[src/rtl/pc_stack_unit_pkg.sv]
// Shared types, defaults and helpers for the program counter / return stack unit.
package pc_stack_unit_pkg;

    localparam int unsigned DEFAULT_RESET_VEC = 32'h0000_0000;
    localparam int unsigned DEFAULT_IRQ_VEC   = 32'h0000_00F8;

    // Control strobes arriving from the sequencer in one cycle.
    typedef struct packed {
        logic advance;
        logic do_jump;
        logic do_call;
        logic do_return;
        logic do_reti;
        logic set_ie;
        logic clr_ie;
    } ctrl_strobes_t;

    function automatic int unsigned clog2(input int unsigned value);
        int unsigned bits;
        bits = 0;
        while ((64'd1 << bits) < 64'(value)) begin
            bits = bits + 1;
        end
        return bits;
    endfunction

endpackage

[src/rtl/pc_stack_unit_return_stack.sv]
// LIFO return-address stack; only the occupancy counter is reset.
module pc_stack_unit_return_stack
    import pc_stack_unit_pkg::*;
#(
    parameter int unsigned WIDTH = 8,
    parameter int unsigned DEPTH = 4
) (
    input  logic                          clk,
    input  logic                          reset,
    input  logic                          push,
    input  logic                          pop,
    input  logic [WIDTH-1:0]              din,
    output logic [WIDTH-1:0]              dout,
    output logic [clog2(DEPTH+1)-1:0]     depth,
    output logic                          full,
    output logic                          empty
);

    localparam int unsigned DW = clog2(DEPTH + 1);
    localparam int unsigned AW = (DEPTH > 1) ? clog2(DEPTH) : 1;

    logic [WIDTH-1:0] mem [DEPTH];
    logic [DW-1:0]    depth_q;
    logic [DW-1:0]    depth_d;
    logic [DW-1:0]    top;
    logic [AW-1:0]    wr_idx;
    logic [AW-1:0]    rd_idx;

    assign full   = (depth_q == DW'(DEPTH));
    assign empty  = (depth_q == '0);
    assign top    = depth_q - DW'(1);
    assign wr_idx = depth_q[AW-1:0];
    assign rd_idx = top[AW-1:0];
    assign dout   = mem[rd_idx];
    assign depth  = depth_q;

    always_comb begin
        depth_d = depth_q;
        if (push && !full) begin
            depth_d = depth_q + DW'(1);
        end else if (pop && !empty) begin
            depth_d = depth_q - DW'(1);
        end
    end

    always_ff @(posedge clk) begin
        if (!reset) begin
            depth_q <= '0;
        end else begin
            depth_q <= depth_d;
        end
    end

    // A push into a full stack is dropped rather than overwriting the top entry.
    always_ff @(posedge clk) begin
        if (push && !full) begin
            mem[wr_idx] <= din;
        end
    end

endmodule

[src/rtl/pc_stack_unit.sv]
// Program counter with hardware return stack and a single vectored, maskable interrupt.
module pc_stack_unit
    import pc_stack_unit_pkg::*;
#(
    parameter int unsigned WIDTH     = 8,
    parameter int unsigned DEPTH     = 4,
    parameter int unsigned RESET_VEC = DEFAULT_RESET_VEC,
    parameter int unsigned IRQ_VEC   = DEFAULT_IRQ_VEC
) (
    input  logic                      clk,
    input  logic                      reset,
    input  logic                      advance,
    input  logic                      doJump,
    input  logic                      doCall,
    input  logic                      doReturn,
    input  logic                      doReti,
    input  logic                      setIE,
    input  logic                      clrIE,
    input  logic                      instrBoundary,
    input  logic                      irqReq,
    input  logic [WIDTH-1:0]          dbus,
    output logic [WIDTH-1:0]          pc,
    output logic [clog2(DEPTH+1)-1:0] depth,
    output logic                      ie,
    output logic                      inIrq,
    output logic                      irqAck,
    output logic                      overflow,
    output logic                      underflow
);

    localparam logic [WIDTH-1:0] RST_PC = WIDTH'(RESET_VEC);
    localparam logic [WIDTH-1:0] IRQ_PC = WIDTH'(IRQ_VEC);

    ctrl_strobes_t    strb;
    logic [WIDTH-1:0] pc_q, pc_d;
    logic             ie_q, ie_d;
    logic             in_irq_q, in_irq_d;
    logic             ack_q, ack_d;
    logic             ovf_q, ovf_d;
    logic             unf_q, unf_d;
    logic             irq_take;
    logic             push, pop;
    logic [WIDTH-1:0] stk_dout;
    logic             stk_full, stk_empty;

    assign strb = '{
        advance:   advance,
        do_jump:   doJump,
        do_call:   doCall,
        do_return: doReturn,
        do_reti:   doReti,
        set_ie:    setIE,
        clr_ie:    clrIE
    };

    assign irq_take = instrBoundary && irqReq && ie_q && !in_irq_q;

    pc_stack_unit_return_stack #(
        .WIDTH (WIDTH),
        .DEPTH (DEPTH)
    ) u_return_stack (
        .clk   (clk),
        .reset (reset),
        .push  (push),
        .pop   (pop),
        .din   (pc_q),
        .dout  (stk_dout),
        .depth (depth),
        .full  (stk_full),
        .empty (stk_empty)
    );

    // Exactly one action per cycle, highest priority first.
    always_comb begin
        pc_d     = pc_q;
        ie_d     = ie_q;
        in_irq_d = in_irq_q;
        ack_d    = 1'b0;
        push     = 1'b0;
        pop      = 1'b0;

        if (irq_take) begin
            push     = 1'b1;
            pc_d     = IRQ_PC;
            in_irq_d = 1'b1;
            ack_d    = 1'b1;
        end else if (strb.do_reti) begin
            pop      = 1'b1;
            ie_d     = 1'b1;
            in_irq_d = 1'b0;
            if (!stk_empty) pc_d = stk_dout;
        end else if (strb.do_return) begin
            pop = 1'b1;
            if (!stk_empty) pc_d = stk_dout;
        end else if (strb.do_call) begin
            push = 1'b1;
            pc_d = dbus;
        end else if (strb.do_jump) begin
            pc_d = dbus;
        end else if (strb.advance) begin
            pc_d = pc_q + WIDTH'(1);
        end

        // Interrupt entry always masks; otherwise clrIE beats setIE.
        if (irq_take) begin
            ie_d = 1'b0;
        end else if (strb.clr_ie) begin
            ie_d = 1'b0;
        end else if (strb.set_ie) begin
            ie_d = 1'b1;
        end

        ovf_d = ovf_q | (push & stk_full);
        unf_d = unf_q | (pop & stk_empty);
    end

    always_ff @(posedge clk) begin
        if (!reset) begin
            pc_q     <= RST_PC;
            ie_q     <= 1'b0;
            in_irq_q <= 1'b0;
            ack_q    <= 1'b0;
            ovf_q    <= 1'b0;
            unf_q    <= 1'b0;
        end else begin
            pc_q     <= pc_d;
            ie_q     <= ie_d;
            in_irq_q <= in_irq_d;
            ack_q    <= ack_d;
            ovf_q    <= ovf_d;
            unf_q    <= unf_d;
        end
    end

    assign pc        = pc_q;
    assign ie        = ie_q;
    assign inIrq     = in_irq_q;
    assign irqAck    = ack_q;
    assign overflow  = ovf_q;
    assign underflow = unf_q;

endmodule

[config.mk]
export PLATFORM = sky130hd
export DESIGN_NAME = pc_stack_unit
export DESIGN_NICKNAME = d
export VERILOG_FILES = /design/src/rtl/pc_stack_unit_pkg.sv /design/src/rtl/pc_stack_unit_return_stack.sv /design/src/rtl/pc_stack_unit.sv
export SDC_FILE = /design/constraint.sdc
export NUM_CORES = 1
export LEC_CHECK = 0
export CAP_MARGIN = 40
export CORE_ASPECT_RATIO = 0.75
export CORE_MARGIN = 1.5
export CORE_UTILIZATION = 45
export CTS_BUF_LIST = sky130_fd_sc_hd__clkbuf_4
export DETAILED_ROUTE_END_ITERATION = 12
export GPL_ROUTABILITY_DRIVEN = 0
export PLACE_DENSITY = 0.71
export SYNTH_ARGS = -nofsm -noshare
export SYNTH_HDL_FRONTEND = slang
export SYNTH_HIERARCHICAL = 1
export SYNTH_SLANG_ARGS = --single-unit
[constraint.sdc]
create_clock -name clk -period 2.2 [get_ports clk]
set_clock_uncertainty 0.2 [all_clocks]
set_input_delay 0.44 -clock clk [delete_from_list [all_inputs] [get_ports clk]]
set_output_delay 0.44 -clock clk [all_outputs]
set_load 0.005 [all_outputs]
* After elaboration in Yosys (flattened, before gate mapping) *
Memory sizes are Yosys's and may differ from the RTL's.
Cells that the tools add are included.

cells by class
  $add $sub $neg = 3
  bitwise operators = 5
  reductions and logical operators = 16
  muxes and demuxes = 23
  equal/unequal tests = 1

operators with widths
  cell                   count
  $mux W8                7
  $mux W1                14
  $add A8 B1 Y8 const B  1
  $mux W3                2
  $reduce_bool A2 Y1     3
  $reduce_bool A6 Y1     1
  $logic_and A1 B1 Y1    5
  $reduce_bool A5 Y1     1
  $add A3 B1 Y3 const B  1
  $eq A3 B3 Y1 const B   1
  $logic_not A1 Y1       3
  $logic_not A3 Y1       1
  $reduce_or A3 Y1       1
  $sub A3 B1 Y3 const B  1
  $and A1 B1 Y1          2
  $or A1 B1 Y1           2
  $reduce_or A2 Y1       1
  $not A1 Y1             1

storage, ports and cells
  input bits = 19
  bits in writable memories = 32
  register bits after elaboration = 16
  memories kept = 1
  word-level logic and storage cells = 57
  output and inout bits = 16

memory list
  name                words  width  rd ports  clocked after Yosys merged registers in  write ports  line                              RTL
  u_return_stack.mem  4      8      1         0                                        1            pc_stack_unit_return_stack.sv:22  logic [WIDTH-1:0] mem [DEPTH];

* Longest topological paths before layout *
  depth in word-level cells = 7
  mapped depth = 9
  depth with buffers taken out = 7

* By module *
The synthesis kept the hierarchy.

modules (own cells, without submodules)
  module                      area an instance (um^2)  sequential area each (um^2)  instances  cells each
  pc_stack_unit_return_stack  1,453.9                  1,021.0                      1          76
  pc_stack_unit               855.8                    260.2                        1          102

* Least setup slack after synthesis *
No wires, ideal clock.

  path kind = register to register
  start = register u_return_stack.depth_q[0], in the netlist u_return_stack/depth[0]
  end = register pc_q[3], in the netlist pc[3]
  required time = 1.874 ns
  setup time = 0.126 ns
  arrival = 2.099 ns
  setup slack = -0.225 ns
  buffers on the path = 2
  stages on the path, launching flop included = 9
  path through = dfxtp_1 > buf_4 > inv_1 > ha_1 > buf_2 > mux4_2 > or4_1 > o311ai_1 > a21oi_1

between the ends
  longest elaborated chain between the ends = 6

RTL lines
  element                   line                                      RTL
  start: declaration        pc_stack_unit_return_stack.sv:23          logic [DW-1:0] depth_q;
  start signal: assignment  pc_stack_unit_return_stack.sv:50          depth_q <= depth_d;
  $sub A3 B1 Y3 *           pc_stack_unit_return_stack.sv:31          assign top = depth_q - DW'(1);
  $mem_v2 Z4 W8 *           -
  via stk_dout[3]           pc_stack_unit.sv:43                       logic [WIDTH-1:0] stk_dout;
  $mux W8 *                 pc_stack_unit.sv:91, pc_stack_unit.sv:94
  $mux W8                   pc_stack_unit.sv:92                       end else if (strb.do_return) begin
  $mux W8 *                 pc_stack_unit.sv:87                       end else if (strb.do_reti) begin
  $mux W8 *                 pc_stack_unit.sv:82                       if (irq_take) begin
  end signal: assignment    pc_stack_unit.sv:126                      pc_q <= pc_d;
  end: declaration          pc_stack_unit.sv:35                       logic [WIDTH-1:0] pc_q, pc_d;

Mark *: on every way through the listed nets, which the timed path passes. The rest lies on a longest branch.
A chain may end at the register's enable or synchronous reset.

* Worst setup path after layout *
  start = register pc_q[5], in the netlist pc[5]
  end = output port pc[5]

RTL lines
  element           line                 RTL
  end: declaration  pc_stack_unit.sv:22  output logic [WIDTH-1:0] pc,

No word-level cell between the ends.

==> impl_metrics.py <==
metrics = {
    "status": {
        "status": "complete, no violations",
    },
    "min_path": {
        "holdPathStages": 2,
        "worstHoldPathType": "reg2reg",
    },
    "critical_path": {
        "worstRegToRegCells": 6,
        "max_stage_delay_ns": 0.58,
        "cp_max_fo": 10,
        "path_delay_family": "buffers and inverters",
        "critPathArrivalTime_ns": 1.45,
        "crit_chain": "clkdlybuf4s50_1",
        "slowest_stage": "clkdlybuf4s50_1",
        "startpoint_type": "register",
        "crit_cells": 1,
        "required_ns": 1.56,
        "crit_buf_inv": 1,
        "end_kind": "primary output",
        "path_class": "reg2out",
    },
    "clock_tree": {
        "cts-root-buf": "clkbuf_4",
        "cts_buffer_depth": 2,
        "postCtsHoldBufs": 0,
        "cts_buffers": 5,
        "h-tree-depth": 2,
        "cts.clk_slew.worst_paths_ns": 0.14,
        "cts_sinks": 48,
        "cts_tree": "yes",
        "insertion_delay_ns": 0.35,
    },
    "sta": {
        "setup-violations-final": 0,
        "post-route-period-util_pct": 95.2,
        "timing.final.max_slew_violations": 0,
        "timing.fmax_mhz": 477,
        "hold_viol_final": 0,
        "fin_ws_ns": 0.105,
        "rsz0062_at_grt": "false",
        "min_period_ns": 2.09,
        "max_slew_margin_pct": 77.8,
        "worst_slew_pin_slew_ns": 0.332,
        "fin_setup_tns_ns": 0,
    },
    "synthesis": {
        "avgSynthCellArea_sq_um": 13.0,
        "synthDistinctLibCells": 49,
        "ys_ff_latch": 48,
        "synth_cells": 178,
        "synth.cell_area_sq_mm": 0.00231,
        "synth.net_count": 204,
        "synth-main-ff-cell": "edfxtp_1",
        "synth_edf_count": 32,
        "synth-warning-count": 6,
        "ys_seq_area_share_pct": 55.5,
        "synth_top_area_share_pct": 41.6,
        "netlist_top_cells_area": "edfxtp_1 (42%), dfxtp_1 (14%), mux4_2 (7.8%), ha_1 (3.8%), o21ai_0 (2.0%)",
        "synth_top_cell_by_area": "edfxtp_1",
        "async_reset_ff_share_pct": 0,
    },
    "global_route": {
        "top_usage_layer": "met2",
        "use_met3_pct": 4.46,
        "grt_max_degree": 15,
        "grt-ovfl-total": 0,
        "grt_pass1_vias": 1689,
        "grt.total_usage_pct": 20.3,
        "grt_antenna_before_repair": 0,
        "met2_usage_pct": 34.9,
        "grt_pass1_wl_mm": 8.45,
        "use_met1_pct": 26.5,
    },
    "final_layout": {
        "layout-drive-gt1-share_pct": 26.4,
        "seq_area_sq_mm": 0.00129,
        "insertedDiodeCount": 0,
        "final_cell_mix": "clkdlybuf4s50_1 (34), edfxtp_1 (32), buf_4 (24)",
        "instances_no_fill": 295,
        "fillers": 389,
        "nNetsFinal": 260,
        "fin_util_pct": 59.6,
        "mostFrequentLayoutCell": "clkdlybuf4s50_1",
        "multi_input_area_sq_um": 952,
        "stdcell_area_sq_mm": 0.00294,
        "synthToLayoutAreaGrowth_pct": 27.1,
    },
    "drt": {
        "final_antenna_net_count": 0,
        "drt_iter0_drc": 210,
        "drt_pre_antenna_iters": 4,
        "routedWlPerCell_um": 18.2,
        "wirelength_mm": 5.36,
        "via_count": 1661,
        "via_per_inst": 5.63,
        "drcViolationCount": 0,
    },
    "floorplan": {
        "coreArea_sq_mm": 0.00493,
        "die_y_um": 65.0,
        "fp.dieW_um": 85.7,
        "start_util_pct": 46.9,
        "dieArea_sq_mm": 0.00558,
        "rows": 22,
        "io_pins": 35,
    },
    "place": {
        "preCtsSetupSlack_ns": -0.186,
        "dp.cells": 286,
        "io_buffers": 34,
        "dp.final_hpwl_mm": 4.04,
        "placed_cell_area_sq_mm": 0.00285,
    },
    "power": {
        "p_int_mw": 2.17,
        "irDropWorstVdd_mv": 0.536,
        "power.leakage_nw": 1.03,
        "seq_power_share_pct": 42.5,
        "comb_power_share_pct": 45.3,
        "swShare_pct": 33.3,
        "clockPowerShare_pct": 12.2,
        "p_sw_mw": 1.08,
        "cellPowerDensity_mw_per_mm2": 1110,
    },
    "job": {
        "drv_cap": 0,
    },
}
cells in the mapped netlist, drive strengths merged, types with 3 or more instances:
| master | instances |
|---|---|
| a211oi | 4 |
| inv | 6 |
| mux2 | 3 |
| edfxtp | 32 |
| nor3 | 6 |
| a31oi | 4 |
| and2 | 6 |
| mux4 | 8 |
| dfxtp | 16 |
| nand3b | 3 |
| a21oi | 4 |
| xnor2 | 3 |
| nor2 | 5 |
| or4 | 3 |
| o21ai | 9 |
| nor2b | 6 |
| or3 | 5 |
| buf | 8 |
| nand2 | 5 |
| ha | 7 |
| nand3 | 4 |
stage by stage:
step	hold slack, ns	total power [mW]
6_report	0.325	3.25
5_1_grt	0.340	3.44
4_1_cts	0.324	3.17
3_5_place_dp	0.294	2.77
3_3_place_gp	0.280	2.74
2_1_floorplan	0.282	2.23
cell type report:
| class | instances | share of cell area, % |
|---|---|---|
| Inverter | 6 | 0.767 |
| Clock inverter | 2 | 0.383 |
| Sequential cell | 48 | 43.9 |
| Multi-Input combinational cell | 114 | 32.4 |
| Timing Repair Buffer | 59 | 18.4 |
| Clock buffer | 6 | 1.53 |
| Tap cell | 60 | 2.56 |
routing by layer:
| metal | wire (um) | share of wire (%) |
|---|---|---|
| met2 | 2720 | 51 |
| met4 | 44 | 0.82 |
| met3 | 308 | 5.8 |
| met5 | 0 | 0 |
| met1 | 2280 | 43 |
final timing paths:
kind | slack (ns) | end | startpoint
max | 0.11 | pc[5] | pc[5]
min reg2reg | 0.33 | overflow | overflow
max reg2reg | 0.11 | pc[4] | u_return_stack/depth[1]
min | 0.33 | overflow | overflow
state kept, by name, summed over array words and instances (netlist names):
register and cells:
underflow 1, overflow 1, inIrq 1, u_return_stack/mem 32, ie 1, pc 8, u_return_stack/depth 3, irqAck 1
logic make-up (layout without fill, tap and decap cells):
logic type	count (synthesis)	count (layout)	share of synthesized area, %
flip-flops	48	48	55.5
AO/OA/AOI/OAI	39	39	11.8
XOR/XNOR	4	4	1.52
AND/OR/NAND/NOR	52	52	13.8
multiplexers	12	12	9.70
adder cells (fa/ha/maj)	7	7	3.79
buffers and inverters	16	73	3.95
power by group through the flow:
stage               Sequential [mW]  Combinational [mW]  Clock (mW)
detailed placement             1.39                1.38           0
finish                         1.38                1.47       0.397
global placement               1.37                1.36           0
global route                   1.41                1.59       0.449
floorplan                      1.36               0.876           0
CTS                            1.38                1.39       0.411
timing repair:
action                                  4_1_cts  5_1_grt
gates resized for setup                       1        4
pin swaps                                     0        1
endpoints found under the hold margin         0        0
buffers inserted                              0        1
endpoints found under the setup margin        1        8
Power figures use the tool's default switching activity.
